File: src/rtl/io_input_unit_if.sv
// CPU-side IO read bus for the input peripheral.
//   ioRead   : read strobe from the controller (level, one per CPU cycle)
//   io_addr  : low byte of the ALU-computed address
//   io_rdata : read data returned combinationally to the write-back mux
// Handshake: there is no valid/ready pair. ioRead is a level that acts as
// "valid" for one clock cycle. The peripheral is always ready, so io_rdata
// is valid in the same cycle that ioRead is high, with no wait states.
`timescale 1ns/1ps
interface io_input_unit_if;
  logic        ioRead;
  logic [7:0]  io_addr;
  logic [15:0] io_rdata;

  modport master (output ioRead, output io_addr, input io_rdata);
  modport slave  (input ioRead, input io_addr, output io_rdata);
endinterface

File: src/rtl/io_input_unit.sv
// Memory-mapped input peripheral. It synchronizes and debounces 16 board
// switches and 5 push buttons. It latches button presses in sticky event bits
// that clear when read, and it presents the selected register combinationally
// on the IO read bus.
// Ports:
//   clock     : system clock; all state updates on the rising edge
//   reset     : asynchronous, active-high reset
//   bus       : IO read bus (slave side): ioRead, io_addr in; io_rdata out
//   switch_in : raw board switches (asynchronous)
//   button_in : raw push buttons, active-high (asynchronous)
`timescale 1ns/1ps
module io_input_unit #(
  parameter int unsigned DEBOUNCE_CYCLES = 200000,
  parameter logic [7:0]  ADDR_SW         = 8'h70,
  parameter logic [7:0]  ADDR_BTN        = 8'h72,
  parameter logic [7:0]  ADDR_EVT        = 8'h74
) (
  input  logic              clock,
  input  logic              reset,
  io_input_unit_if.slave    bus,
  input  logic [15:0]       switch_in,
  input  logic [4:0]        button_in
);

  localparam logic [19:0] CNT_LAST = 20'(DEBOUNCE_CYCLES - 1);

  logic [15:0] sw_meta, sw_sync, sw_sync_d, sw_stable;
  logic [19:0] sw_cnt;
  logic [4:0]  btn_meta, btn_sync, btn_stable, btn_evt;
  logic [19:0] btn_cnt [5];

  logic [19:0] btn_cnt_nxt [5];
  logic [4:0]  btn_stable_nxt;
  logic [4:0]  btn_rise;
  logic [4:0]  evt_clr;
  logic [15:0] rdata;

  // Two-flop synchronizers. sw_sync_d lets the switch debouncer treat any
  // change of the whole 16-bit word as a restart of its shared counter.
  always_ff @(posedge clock or posedge reset) begin
    if (reset) begin
      sw_meta   <= '0;
      sw_sync   <= '0;
      sw_sync_d <= '0;
      btn_meta  <= '0;
      btn_sync  <= '0;
    end else begin
      sw_meta   <= switch_in;
      sw_sync   <= sw_meta;
      sw_sync_d <= sw_sync;
      btn_meta  <= button_in;
      btn_sync  <= btn_meta;
    end
  end

  // Switch debounce. One counter serves all 16 switches. The new word is
  // accepted only after it has differed from sw_stable and stayed unchanged
  // for DEBOUNCE_CYCLES cycles in a row.
  always_ff @(posedge clock or posedge reset) begin
    if (reset) begin
      sw_cnt    <= '0;
      sw_stable <= '0;
    end else if ((sw_sync == sw_stable) || (sw_sync != sw_sync_d)) begin
      sw_cnt <= '0;
    end else if (sw_cnt == CNT_LAST) begin
      sw_stable <= sw_sync;
      sw_cnt    <= '0;
    end else begin
      sw_cnt <= sw_cnt + 20'd1;
    end
  end

  // Button debounce. Each button has its own counter. The counter runs while
  // the synchronized level differs from the accepted level.
  always_comb begin
    btn_cnt_nxt    = '{default: '0};
    btn_stable_nxt = btn_stable;
    for (int i = 0; i < 5; i++) begin
      if (btn_sync[i] != btn_stable[i]) begin
        if (btn_cnt[i] == CNT_LAST) begin
          btn_stable_nxt[i] = ~btn_stable[i];
        end else begin
          btn_cnt_nxt[i] = btn_cnt[i] + 20'd1;
        end
      end
    end
  end

  assign btn_rise = btn_stable_nxt & ~btn_stable;

  // A read of the event register clears exactly the bits it returned. A rise
  // on the same edge is OR-ed in afterwards, so the new press is not lost.
  assign evt_clr = (bus.ioRead && (bus.io_addr == ADDR_EVT)) ? btn_evt : 5'd0;

  always_ff @(posedge clock or posedge reset) begin
    if (reset) begin
      btn_cnt    <= '{default: '0};
      btn_stable <= '0;
      btn_evt    <= '0;
    end else begin
      btn_cnt    <= btn_cnt_nxt;
      btn_stable <= btn_stable_nxt;
      btn_evt    <= (btn_evt & ~evt_clr) | btn_rise;
    end
  end

  // Combinational read mux. No wait states, so a load from IO completes in
  // one CPU cycle.
  always_comb begin
    rdata = 16'h0000;
    if (bus.ioRead) begin
      if (bus.io_addr == ADDR_SW) begin
        rdata = sw_stable;
      end else if (bus.io_addr == ADDR_BTN) begin
        rdata = {11'b0, btn_stable};
      end else if (bus.io_addr == ADDR_EVT) begin
        rdata = {11'b0, btn_evt};
      end
    end
  end

  assign bus.io_rdata = rdata;

endmodule

File: src/flat_wrapper.sv
// flat-port wrapper written by rule: the top's interface ports become plain ports
module io_input_unit_flat 
#(
  parameter int unsigned DEBOUNCE_CYCLES = 200000,
  parameter logic [7:0]  ADDR_SW         = 8'h70,
  parameter logic [7:0]  ADDR_BTN        = 8'h72,
  parameter logic [7:0]  ADDR_EVT        = 8'h74
)
  (clock, reset, switch_in, button_in, bus_ioRead, bus_io_addr, bus_io_rdata);
  io_input_unit_if bus_i ();
  input  logic clock;
  input  logic reset;
  input  logic [15:0] switch_in;
  input  logic [4:0] button_in;
  input wire logic [$bits(bus_i.ioRead)-1:0] bus_ioRead;
  input wire logic [$bits(bus_i.io_addr)-1:0] bus_io_addr;
  output wire logic [$bits(bus_i.io_rdata)-1:0] bus_io_rdata;
  assign bus_i.ioRead = bus_ioRead;
  assign bus_i.io_addr = bus_io_addr;
  assign bus_io_rdata = bus_i.io_rdata;
  io_input_unit #(.DEBOUNCE_CYCLES(DEBOUNCE_CYCLES), .ADDR_SW(ADDR_SW), .ADDR_BTN(ADDR_BTN), .ADDR_EVT(ADDR_EVT)) u_core (.clock(clock), .reset(reset), .bus(bus_i), .switch_in(switch_in), .button_in(button_in));
endmodule
File: config.mk
export PLATFORM = sky130hd
export DESIGN_NAME = io_input_unit_flat
export DESIGN_NICKNAME = d
export VERILOG_FILES = /design/src/rtl/io_input_unit_if.sv /design/src/rtl/io_input_unit.sv /design/src/flat_wrapper.sv
export SDC_FILE = /design/constraint.sdc
export NUM_CORES = 1
export LEC_CHECK = 0
export CELL_PAD_IN_SITES_DETAIL_PLACEMENT = 2
export CELL_PAD_IN_SITES_GLOBAL_PLACEMENT = 2
export CORE_ASPECT_RATIO = 0.5
export CORE_MARGIN = 3
export CORE_UTILIZATION = 36
export CTS_CLUSTER_SIZE = 24
export DETAILED_ROUTE_END_ITERATION = 8
export PLACE_DENSITY_LB_ADDON = 0.05
export SYNTH_ARGS = -nofsm -noshare
export SYNTH_HDL_FRONTEND = slang
export SYNTH_SLANG_ARGS = --single-unit
File: constraint.sdc
create_clock -name clock -period 7.04 [get_ports clock]
set_clock_uncertainty 0.15 [all_clocks]
set_input_delay 1.408 -clock clock [delete_from_list [all_inputs] [get_ports clock]]
set_output_delay 1.408 -clock clock [all_outputs]
set_load 0.01 [all_outputs]
==> flow_metrics.py <==
metrics = {
    "logic_synthesis": {
        "synth_warnings": 0,
        "synth.largest_area_cell": "dfrtp_1",
        "syn_avg_cell_area_sq_um": 11.0,
        "synth_nets": 851,
        "ys_types": 39,
        "synth-seq-cells": 204,
        "syn-cell-area_sq_mm": 0.00892,
        "yosys-top-cells-area": "dfrtp_1, xnor2_1, nor2_1, xor2_1, nand3_1",
        "ys_seq_area_share_pct": 57.3,
        "netlist_instances": 813,
        "yosysTopAreaCellShare_pct": 57.3,
    },
    "route": {
        "drt-initial-drc-count": 332,
        "drcViolationCount": 0,
        "drtPass1Iterations": 4,
        "wire_per_inst_um": 17.0,
        "vias_per_cell": 4.90,
        "antenna_left": 0,
        "num_vias": 5965,
        "totalWireLength_mm": 20.7,
    },
    "finish": {
        "fin_nets": 905,
        "layout_commonest_cell": "dfrtp_1",
        "drive_gt1_share_pct": 7.16,
        "layout_common_cells": "dfrtp_1, nor2_1, xnor2_1",
        "syn_to_final_growth_pct": 17.7,
        "fin_util_pct": 43.4,
        "fillerInstances": 2505,
    },
    "timing": {
        "relSlewSlack_pct": 23.9,
        "fin_crit_sh_pct": 73.4,
        "report.final.slew_viol_count": 0,
        "fin_hold_ws_ns": 0.196,
        "fin_ws_ns": 1.87,
        "tns_ns": 0,
        "max_clock_freq_mhz": 194,
        "period_needed_ns": 5.17,
        "hold_viol_final": 0,
        "rsz0062_at_grt": "false",
        "tightest_slew_ns": 1.13,
        "setup_viol": 0,
    },
    "clock_network": {
        "ctsHoldBuffers": 0,
        "clk_latency_ns": 0.50,
        "ctsResizeCount": 0,
        "clkTransAtPathRegs_ns": 0.06,
        "cts_sinks": 204,
        "cts_buffers": 20,
        "clockBufferDepth": 3,
        "cts_tree": "done",
        "cts-root-buf": "clkbuf_16",
        "cts_setup_buffers": 0,
        "htreeDepth": 1,
    },
    "setup_path": {
        "arrival_ns": 3.61,
        "worstRegToRegCells": 4,
        "crit_path_max_fanout": 12,
        "reg2reg_to": "u_core.btn_cnt[83]",
        "required_ns": 5.48,
        "worstSetupStartpointType": "input pin",
        "reg2reg_from": "u_core.btn_cnt[87]",
        "criticalPathCategory": "in -> out",
        "critPathCaptureType": "output port",
        "regToRegSetupSlack_ns": 4.13,
    },
    "power_and_ir_drop": {
        "vdd_drop_max_mv": 0.133,
        "design_power_total_mw": 2.52,
        "power.leakage_nw": 4.41,
        "power_density_mw_per_mm2": 240,
    },
    "run_status": {
        "status": "completed",
    },
    "placed_design": {
        "port_buffers": 47,
        "gp_congestion": 0.735,
        "dp_slack_ns": 1.83,
        "dpl.hpwl_mm": 14.1,
    },
    "floorplanning": {
        "start_util_pct": 36.9,
        "io_pins": 48,
        "die_y_um": 117,
        "rows": 40,
        "die_w_um": 229,
        "die-area_sq_mm": 0.0268,
        "coreArea_sq_mm": 0.0242,
    },
    "worst_hold_path": {
        "hold_end": "u_core.sw_sync[3]",
        "hold_path_class": "reg -> reg",
        "min_from": "u_core.sw_meta[3]",
        "hold_depth": 0,
    },
    "global_route": {
        "track_usage_pct": 16.2,
        "grt_overflow": 0,
        "antenna_found_initial": 0,
        "top_usage_layer": "met2",
        "grt_pass1_wl_mm": 35.1,
        "grt_use_met2_pct": 28.2,
        "grt_util_met1_pct": 21.3,
        "first_global_vias": 6570,
        "grt_max_degree": 168,
        "grtUsageMet3_pct": 3.26,
    },
    "run": {
        "drv_cap": 0,
    },
}
[cell type report]
| class | instances | area [sq um] | share of cell area [%] |
|---|---|---|---|
| diodes | 1 | 2.50 | 0.0238 |
| clock buffers | 30 | 619 | 5.90 |
| clock inverters | 5 | 125 | 1.19 |
| inverters | 23 | 90.1 | 0.858 |
| multi-input cells | 569 | 3630 | 34.6 |
| flip-flops and latches | 204 | 5100 | 48.6 |
| well taps | 336 | 420 | 4.01 |
| repair buffers | 49 | 498 | 4.75 |
[cell usage after synthesis (all sizes together)]
cell type / number
dfrtp: 204
nor2: 153
xnor2: 83
xor2: 61
nand2: 46
nand3: 46
inv: 23
nor3: 23
nand4: 22
nor4: 22
and3: 20
and2: 16
mux2: 16
and4: 11
buf: 11
a21oi: 6
clkbuf: 6
ha: 6
nor4b: 6
a32o: 5
mux2i: 5
o21ai: 5
or2: 5
or4: 3
nand2b: 2
nor2b: 2
or4b: 2
nand4b: 1
nor4bb: 1
or3: 1
[cells by family after synthesis]
| kind of cell | count (synthesis) | share of synthesized area [%] |
|---|---|---|
| AND/OR/NAND/NOR | 382 | 21.6 |
| flip-flops | 204 | 57.3 |
| XOR/XNOR | 144 | 14.1 |
| buffers and inverters | 40 | 1.99 |
| multiplexers | 21 | 3.00 |
| AO/OA/AOI/OAI | 16 | 1.18 |
| adder cells (fa/ha/maj) | 6 | 0.842 |
[worst max-delay path, cell delays in order]
cell and delay (ns):
clkdlybuf4s50_1 0.44, nor4bb_1 0.25, nand4b_1 0.32, nor3_1 0.24
buf_4 0.23, and2_1 0.14, clkdlybuf4s50_1 0.57
[worst max path at each step]
stage                     cells after the start                 to      startpoint
after floorplan                               1  u_core.btn_cnt[0]           reset
after global placement                        7   bus_io_rdata[15]  bus_io_addr[6]
after detailed placement                      7   bus_io_rdata[15]  bus_io_addr[6]
after CTS                                     7   bus_io_rdata[15]  bus_io_addr[6]
after global routing                          7   bus_io_rdata[15]  bus_io_addr[6]
final                                         7   bus_io_rdata[15]  bus_io_addr[6]
[power by group]
part           switching [mW]  internal (mW)  leakage (nW)  total [mW]
combinational          0.0506         0.0339          1.35      0.0846
sequential             0.0201           1.20          2.70        1.22
clock                   0.465          0.754         0.366        1.22
total                   0.536           1.98          4.41        2.52
[stage by stage]
step,area (sq um),std cells
final,10500,1217
after detailed placement,9750,1181
after floorplan,8920,813
after global placement,9750,1181
after global routing,10500,1216
after CTS,10500,1216
[state kept, by name, indices dropped and copies added, names as in the netlist]
| register | count |
|---|---|
| u_core.btn_stable | 5 |
| u_core.sw_sync | 16 |
| u_core.btn_evt | 5 |
| u_core.btn_sync | 5 |
| u_core.sw_stable | 16 |
| u_core.sw_sync_d | 16 |
| u_core.sw_meta | 16 |
| u_core.sw_cnt | 20 |
| u_core.btn_cnt | 100 |
| u_core.btn_meta | 5 |
[per-layer routing]
layer  part of all wire [%]  up-vias
li1                       -     2826
met1                     47     3077
met2                     49       33
met3                    2.6       29
met4                    1.8        0
met5                      0        -
Power figures use the tool's default switching activity.
